===== config.mk =====
export PLATFORM = sky130hd
export DESIGN_NAME = osc_tick_ctrl
export DESIGN_NICKNAME = d
export VERILOG_FILES = /design/src/rtl/osc_ctrl_pkg.sv /design/src/rtl/osc_tick_ctrl_rst_sync.sv /design/src/rtl/osc_tick_ctrl.sv
export SDC_FILE = /design/constraint.sdc
export NUM_CORES = 1
export LEC_CHECK = 0
export BUFFER_PORTS_ARGS = -buffer_cell sky130_fd_sc_hd__buf_2
export CORE_MARGIN = 2
export CORE_UTILIZATION = 45
export CTS_BUF_LIST = sky130_fd_sc_hd__clkbuf_8
export CTS_CLUSTER_DIAMETER = 80
export DETAILED_ROUTE_END_ITERATION = 16
export GPL_ROUTABILITY_DRIVEN = 0
export PLACE_DENSITY = 0.73
export SETUP_SLACK_MARGIN = 0.1
export SLEW_MARGIN = 10
export SYNTH_ARGS = -nofsm -noshare
export SYNTH_HDL_FRONTEND = slang
export SYNTH_SLANG_ARGS = --single-unit

===== constraint.sdc =====
create_clock -name clk -period 4.41 [get_ports clk]
set_clock_uncertainty 0.2 [all_clocks]
set_input_delay 0.882 -clock clk [delete_from_list [all_inputs] [get_ports clk]]
set_output_delay 0.882 -clock clk [all_outputs]
set_load 0.05 [all_outputs]

===== src/rtl/osc_ctrl_pkg.sv =====
// Shared types and default constants for the oscillator tick controller.
package osc_ctrl_pkg;

  // Controller phases: waiting out the oscillator warm-up, then ticking forever.
  typedef enum logic {
    ST_STARTUP = 1'b0,
    ST_RUN     = 1'b1
  } osc_state_e;

  localparam int DEF_DIV_W          = 16;
  localparam int DEF_STARTUP_CYCLES = 1024;
  localparam int DEF_DEFAULT_DIV    = 125;
  localparam int TICK_CNT_W         = 32;

endpackage


===== src/rtl/osc_tick_ctrl_rst_sync.sv =====
// Two-flop reset synchronizer: asserts asynchronously, releases on clk.
module rst_sync (
  input  logic clk,
  input  logic rst_i,
  output logic rst_o
);

  logic meta_q;
  logic sync_q;

  // Shift a zero in behind the released reset; any assertion forces both flops high.
  always_ff @(posedge clk or posedge rst_i) begin
    if (rst_i) begin
      meta_q <= 1'b1;
      sync_q <= 1'b1;
    end else begin
      meta_q <= 1'b0;
      sync_q <= meta_q;
    end
  end

  assign rst_o = sync_q;

endmodule


===== src/rtl/osc_tick_ctrl.sv =====
// Oscillator-domain sequencer: holds the downstream reset through warm-up,
// then emits a periodic tick whose divisor can be changed on period boundaries.
module osc_tick_ctrl
  import osc_ctrl_pkg::*;
#(
  parameter int DIV_W          = DEF_DIV_W,
  parameter int STARTUP_CYCLES = DEF_STARTUP_CYCLES,
  parameter int DEFAULT_DIV    = DEF_DEFAULT_DIV
) (
  input  logic                  clk,
  input  logic                  rst,
  input  logic                  cfg_valid,
  input  logic [DIV_W-1:0]      cfg_div,
  output logic                  cfg_ready,
  output logic                  sys_rst_o,
  output logic                  ready,
  output logic                  tick,
  output logic [TICK_CNT_W-1:0] tick_cnt
);

  // Wide enough to hold STARTUP_CYCLES-1 even when STARTUP_CYCLES is 1.
  localparam int              SC_W    = $clog2(STARTUP_CYCLES + 1);
  localparam logic [SC_W-1:0] SC_LAST = SC_W'(STARTUP_CYCLES - 1);

  logic rst_s;

  osc_state_e            state_q, state_d;
  logic [SC_W-1:0]       startup_cnt_q, startup_cnt_d;
  logic [DIV_W-1:0]      cnt_q, cnt_d;
  logic [DIV_W-1:0]      cur_div_q, cur_div_d;
  logic [DIV_W-1:0]      pending_div_q, pending_div_d;
  logic                  pending_q, pending_d;
  logic                  tick_q, tick_d;
  logic [TICK_CNT_W-1:0] tick_cnt_q, tick_cnt_d;
  logic                  sys_rst_q, sys_rst_d;
  logic                  ready_q, ready_d;

  logic                  cfg_xfer;
  logic [DIV_W-1:0]      period_last;

  rst_sync u_rst_sync (
    .clk   (clk),
    .rst_i (rst),
    .rst_o (rst_s)
  );

  // A zero divisor behaves as one, so the terminal count is never below zero.
  assign period_last = (cur_div_q == '0) ? '0 : cur_div_q - DIV_W'(1);
  // Only one divisor can be in flight; the slot frees on the wrap that applies it.
  assign cfg_ready   = (state_q == ST_RUN) && !pending_q;
  assign cfg_xfer    = cfg_valid && cfg_ready;

  // Next-state logic: warm-up count, period counter, and divisor hand-over.
  always_comb begin
    state_d       = state_q;
    startup_cnt_d = startup_cnt_q;
    cnt_d         = cnt_q;
    cur_div_d     = cur_div_q;
    pending_div_d = pending_div_q;
    pending_d     = pending_q;
    tick_d        = 1'b0;
    tick_cnt_d    = tick_cnt_q;
    sys_rst_d     = sys_rst_q;
    ready_d       = ready_q;
    case (state_q)
      ST_STARTUP: begin
        if (!rst_s) begin
          if (startup_cnt_q == SC_LAST) begin
            state_d   = ST_RUN;
            sys_rst_d = 1'b0;
            ready_d   = 1'b1;
          end else begin
            startup_cnt_d = startup_cnt_q + SC_W'(1);
          end
        end
      end
      ST_RUN: begin
        if (cnt_q == period_last) begin
          cnt_d      = '0;
          tick_d     = 1'b1;
          tick_cnt_d = tick_cnt_q + TICK_CNT_W'(1);
          // The period that just ended used the old divisor; the next one uses the new.
          if (pending_q) begin
            cur_div_d = pending_div_q;
            pending_d = 1'b0;
          end
        end else begin
          cnt_d = cnt_q + DIV_W'(1);
        end
        // A transfer can only happen with the slot empty, so it never collides
        // with the hand-over above; a transfer on a wrap waits for the next wrap.
        if (cfg_xfer) begin
          pending_div_d = cfg_div;
          pending_d     = 1'b1;
        end
      end
      default: state_d = ST_STARTUP;
    endcase
  end

  // State register; every output returns to its reset value as soon as rst rises.
  always_ff @(posedge clk or posedge rst) begin
    if (rst) begin
      state_q       <= ST_STARTUP;
      startup_cnt_q <= '0;
      cnt_q         <= '0;
      cur_div_q     <= DIV_W'(DEFAULT_DIV);
      pending_div_q <= '0;
      pending_q     <= 1'b0;
      tick_q        <= 1'b0;
      tick_cnt_q    <= '0;
      sys_rst_q     <= 1'b1;
      ready_q       <= 1'b0;
    end else begin
      state_q       <= state_d;
      startup_cnt_q <= startup_cnt_d;
      cnt_q         <= cnt_d;
      cur_div_q     <= cur_div_d;
      pending_div_q <= pending_div_d;
      pending_q     <= pending_d;
      tick_q        <= tick_d;
      tick_cnt_q    <= tick_cnt_d;
      sys_rst_q     <= sys_rst_d;
      ready_q       <= ready_d;
    end
  end

  assign sys_rst_o = sys_rst_q;
  assign ready     = ready_q;
  assign tick      = tick_q;
  assign tick_cnt  = tick_cnt_q;

endmodule


==> impl_metrics.yaml, run 1 <==
cts:
  clkSinkCount: 98
  clockRootBuffer: "clkbuf_8"
  path_clk_slew_ps: 90
  h-tree-depth: 3
  post-cts-setup-buffers: 0
  postCtsHoldBufs: 0
  cts_max_path_buffers: 2
  cts_resized: 0
  numCtsBuffers: 9
  cts_tree: "done"
  clk_latency_ps: 360
timing:
  worstMarginPinSlew_ps: 1110
  setup_viol: 0
  finalSetupTns_ps: 0
  hold_viol: 0
  setup_slack_ps: 721
  fmax_mhz: 271
  drv_slew: 0
  fin_crit_sh_pct: 83.6
  slew_headroom_pct: 26.1
  fin_crit_ps: 3690
  rsz0062_at_grt: "false"
critical_path:
  cpMostUsedCell: "o31ai_1"
  start_kind: "register"
  slowest_stage: "nor2b_1"
  critical_path.endpoint_type: "register"
  rr_startpoint: "cur_div_q[1]"
  path_class: "reg -> reg"
  crit_arrival_ps: 3750
  startpoint: "cur_div_q[1]"
  crit_fanout: 44
  cp.required_ps: 4470
  crit_path_cell_trace: "inv_1, ha_1, nor2b_1, xnor2_1, o31ai_1, a311oi_1, o31ai_1, nand4_1, nor2_4, buf_4, mux2_2"
  crit_path_max_incr_delay_ps: 490
logic_synthesis:
  synthDistinctLibCells: 62
  yosys_warnings: 0
  synth_nets: 500
  ys_top_cells_by_count: "dfrtp_1, xnor2_1, nand2_1"
  synth_top_cell_by_area: "dfrtp_1"
  netlist_area_um2: 5110
  synth.top_cell.area_share_pct: 43.6
  syn_inst: 477
  synth.most_common_cell: "dfrtp_1"
  synth.top_cells.by_area: "dfrtp_1, xnor2_1, dfstp_2, mux2_2, nand4_1"
  avgSynthCellArea_um2: 10.7
  ys_ff_latch: 98
  seq_area_frac_synth_pct: 48.2
  synth-edff-count: 0
  synthFlopType: "dfrtp_1"
  async_reset_ff_share_pct: 100
cells_and_area:
  insertedDiodeCount: 0
  fin_nets: 544
  seqCellArea_um2: 2460
  drive_gt1_share_pct: 22.8
  fillers: 968
  multi_input_area_um2: 2470
  stdcell_area_um2: 5670
  area_delta_synth_final_pct: 11.0
floorplan:
  start_util_pct: 46.7
  core_um2: 10900
  fp.dieW_um: 111
  row_count: 38
  io_pins: 55
  die_y_um: 111
  die-area_um2: 12200
grt:
  grt_pass1_wl_um: 18000
  track_usage_pct: 17.9
  grt_pass1_vias: 3694
  overflow: 0
  grt_max_degree: 92
  antenna_found_initial: 0
power_and_ir_drop:
  powerDensity_nw_per_um2: 298
  fin_total_pwr_uw: 1690
  ir_worst_vdd_mv: 0.239
  p_leak_uw: 0.00272
run:
  maxCapViolations: 0
placed_design:
  port-buffer-count: 54
  dp_slack_ps: 748
  hpwl_um: 7550
  placed_area_um2: 5450
route:
  postRouteAntennaNets: 0
  via_per_inst: 5.63
  vias: 3750
  drt_iter0_drc: 235
  wl_per_cell_um: 15.9
  drc_errors: 0
  routed_wl_um: 10600
  dr.pass1.iters: 4
hold_path:
  hold_start: "u_rst_sync.meta_q"
  holdCritPathClass: "reg -> reg"
run_status:
  outcome: "complete, no violations"
cell families after synthesis:
| kind of cell | count (synthesis) | synth area share, % |
|---|---|---|
| flops | 98 | 48.2 |
| simple gates | 202 | 22.3 |
| mux | 35 | 8.43 |
| compound gates | 34 | 4.85 |
| fa+ha+maj | 4 | 0.980 |
| other cells | 1 | 0.0734 |
| buf+inv | 36 | 3.33 |
| xor+xnor | 67 | 11.8 |
cell usage in the layout, fill, tap and decap left out, types with 6 or more instances in the layout:
cell type,n
mux2_1,6
buf_2,54
nand2_1,39
nor4_1,6
nand3_1,29
o21ai_0,8
xnor2_1,51
mux2_2,18
nand2b_1,6
nor3_1,15
and3_1,13
dfstp_2,9
xor2_1,15
clkbuf_8,11
inv_1,15
dfrtp_1,89
nand4_1,25
nor2_1,34
mux2_4,10
sequential cells by signal, indices dropped and copies added (netlist names), 11 cells and up:
signal	cells
tick_cnt	32
pending_div_q	16
startup_cnt_q	11
cur_div_q	16
cnt_q	16
layer usage:
layer / GRT usage, % / vias to the layer above / wire [um]
li1: - / 1767 / -
met1: 23.0 / 1845 / 4640
met2: 28.6 / 114 / 5070
met3: 4.56 / 24 / 594
met4: 7.83 / 0 / 284
met5: 0 / - / 0
critical path, delay by kind of cell, from the launching register on:
family          cells  cell delay [ps]
flops               1              470
fa+ha+maj           1              250
xor+xnor            1              120
compound gates      3              830
mux                 1              380
buf+inv             2              480
simple gates        3              830
where the power goes:
group	total (uW)	internal (uW)	switching, uW
clock network	641	345	296
registers	959	930	28.8
logic	88.5	39.5	49.1
final timing paths:
kind,slack (ps),endpoint,cells after the start
worst max-delay path,720,tick_cnt[1],11
max in group asynchronous,2600,cur_div_q[5],3
worst max register to register,720,tick_cnt[1],11
worst min register to register,170,u_rst_sync.rst_o,0
min in group asynchronous,560,startup_cnt_q[4],2
worst min-delay path,170,u_rst_sync.rst_o,0
cell type report:
class,count,area share (%)
multi-input cells,343,43.6
flip-flops and latches,98,43.4
repair buffers,56,5.03
well taps,140,3.09
clock buffers,11,2.67
clock inverters,5,1.26
inverters,13,0.904
stage by stage:
stage | std cells | hold WS [ps] | utilization, %
floorplan | 477 | 145 | -
CTS | 666 | 169 | 51.9
global route | 666 | 178 | 51.9
global placement | 650 | 146 | 49.8
detailed placement | 650 | 151 | 49.8
finish | 666 | 167 | 51.9
(Power assumes the default switching activity.)
==> run 2, diff against run 1 <==
PLACE_DENSITY = 0.75   (was 0.73)
clock period = 3.25 ns   (was 4.41 ns; I/O delays follow)
==> run 2 against run 1 <==
The flow now finishes with violations (setup timing). Global-route usage rose by 0.62 points. Clock power rose by 34%. Core utilization rose by 3.7 points. Sequential cell count did not move. Critical path type unchanged. Count of clock-buffer cells in the layout did not move. Non-clock buffer count rose by 35. Worst setup slack got worse by 730 ps. Critical endpoint is now cur_div_q[10]. Power rose by 35%. Register-to-register slack got worse by 730 ps. Routed wire length rose by 3.5%.
==> impl_metrics.yaml, run 2 (synthesis results as in run 1) <==
run_status:
  outcome: "complete, but fails checks"
  violations: "setup timing"
grt:
  grt_pass1_wl_um: 18700
  grt_pass1_vias: 3883
  antenna_found_initial: 0
  track_usage_pct: 18.5
  overflow: 0
  grt_max_degree: 48
timing:
  fin_crit_sh_pct: 100
  setup_viol: 4
  setup_slack_ps: -9.21
  drv_slew: 0
  hold_ws_ps: 164
  fmax_mhz: 307
  fin_crit_ps: 3260
  finalSetupTns_ps: -25.0
  slew_headroom_pct: 33.2
  hold_viol: 0
  rsz0062_at_grt: "true"
  worstMarginPinSlew_ps: 995
power_and_ir_drop:
  p_leak_uw: 0.00294
  powerDensity_nw_per_um2: 376
  ir_worst_vdd_mv: 0.252
critical_path:
  path_class: "reg -> reg"
  start_kind: "register"
  rr_startpoint: "cur_div_q[5]"
  crit_arrival_ps: 3300
  cp.required_ps: 3290
  startpoint: "cur_div_q[5]"
  critical_path.endpoint_type: "register"
  crit_fanout: 5
  rrSetupSlack_ps: -9
placed_design:
  port-buffer-count: 54
  hpwl_um: 7940
  dp_slack_ps: -56.2
  dp.cells: 681
  placed_area_um2: 5730
cts:
  clk_latency_ps: 360
  cts_max_path_buffers: 2
  h-tree-depth: 3
  postCtsHoldBufs: 0
  path_clk_slew_ps: 80
  cts_tree: "done"
  clockRootBuffer: "clkbuf_8"
  clkSinkCount: 98
  numCtsBuffers: 9
cells_and_area:
  fin_cells: 700
  fin_nets: 579
  largest_register_ffs: 32
  final_common_cell: "dfrtp_1"
  drive_gt1_share_pct: 30.2
  area_delta_synth_final_pct: 19.0
  insertedDiodeCount: 0
  stdcell_area_um2: 6080
  mostFrequentLayoutCells: "dfrtp_1, buf_2, xnor2_1"
floorplan:
  fp.dieW_um: 111
  die-area_um2: 12200
  start_util_pct: 46.7
  row_count: 38
  io_pins: 55
  die_y_um: 111
  core_um2: 10900
route:
  routed_wl_um: 11000
  via_per_inst: 5.51
  postRouteAntennaNets: 0
  drt_iter0_drc: 317
  dr.pass1.iters: 4
  vias: 3860
  drc_errors: 0
  wl_per_cell_um: 15.6
hold_path:
  holdCritPathClass: "reg -> reg"
  hold_start: "u_rst_sync.meta_q"
run:
  maxCapViolations: 0
-- run 2: final timing paths --
path                            depth (start not counted)          endpoint
worst min register to register                          0  u_rst_sync.rst_o
max in group asynchronous                               3      cur_div_q[2]
worst max register to register                         10     cur_div_q[10]
min in group asynchronous                               2      tick_cnt[18]
worst max-delay path                                   10     cur_div_q[10]
worst min-delay path                                    0  u_rst_sync.rst_o
-- run 2: metal layers --
metal / wire length [um] / GRT usage [%]
met1: 4860 / 23.9
met2: 5320 / 29.9
met3: 509 / 3.95
met4: 267 / 8.33
met5: 0 / 0
-- run 2: through the flow --
| step | utilization (%) | total power [uW] |
|---|---|---|
| floorplan | - | 1410 |
| global placement | 52.4 | 1440 |
| detailed placement | 52.4 | 1450 |
| CTS | 54.8 | 2310 |
| global route | 55.6 | 2380 |
| finish | 55.6 | 2280 |
-- run 2: layout make-up --
cell class | instances | area, um^2
well taps | 140 | 175
flip-flops and latches | 98 | 2460
repair buffers | 91 | 592
clock buffers | 11 | 151
multi-input cells | 343 | 2580
clock inverters | 4 | 67.6
inverters | 13 | 52.6
fillers | 928 | 4860
-- run 2: power breakdown --
group	internal [uW]	leakage, uW	switching (uW)
clock network	466	0.000118	390
registers	1260	0.00132	43.7
logic	56.1	0.00150	67.0
total	1780	0.00294	501
-- run 2: worst max-delay path, stage by stage (launching register included) --
cell	delay, ps
dfstp_2	380
or4_4	580
nor4_4	310
mux2i_1	250
xnor2_1	120
a2111oi_2	330
nand4_2	210
nor2_4	130
and2_4	170
buf_4	140
mux2_1	330
-- run 2: repair_timing --
item | 4_1_cts | 5_1_grt
endpoints found under the setup margin | 35 | 66
pin swaps | 0 | 9
gates cloned | 0 | 0
resized for setup | 6 | 13
setup buffers | 3 | 1
hold endpoints to repair | 0 | 0
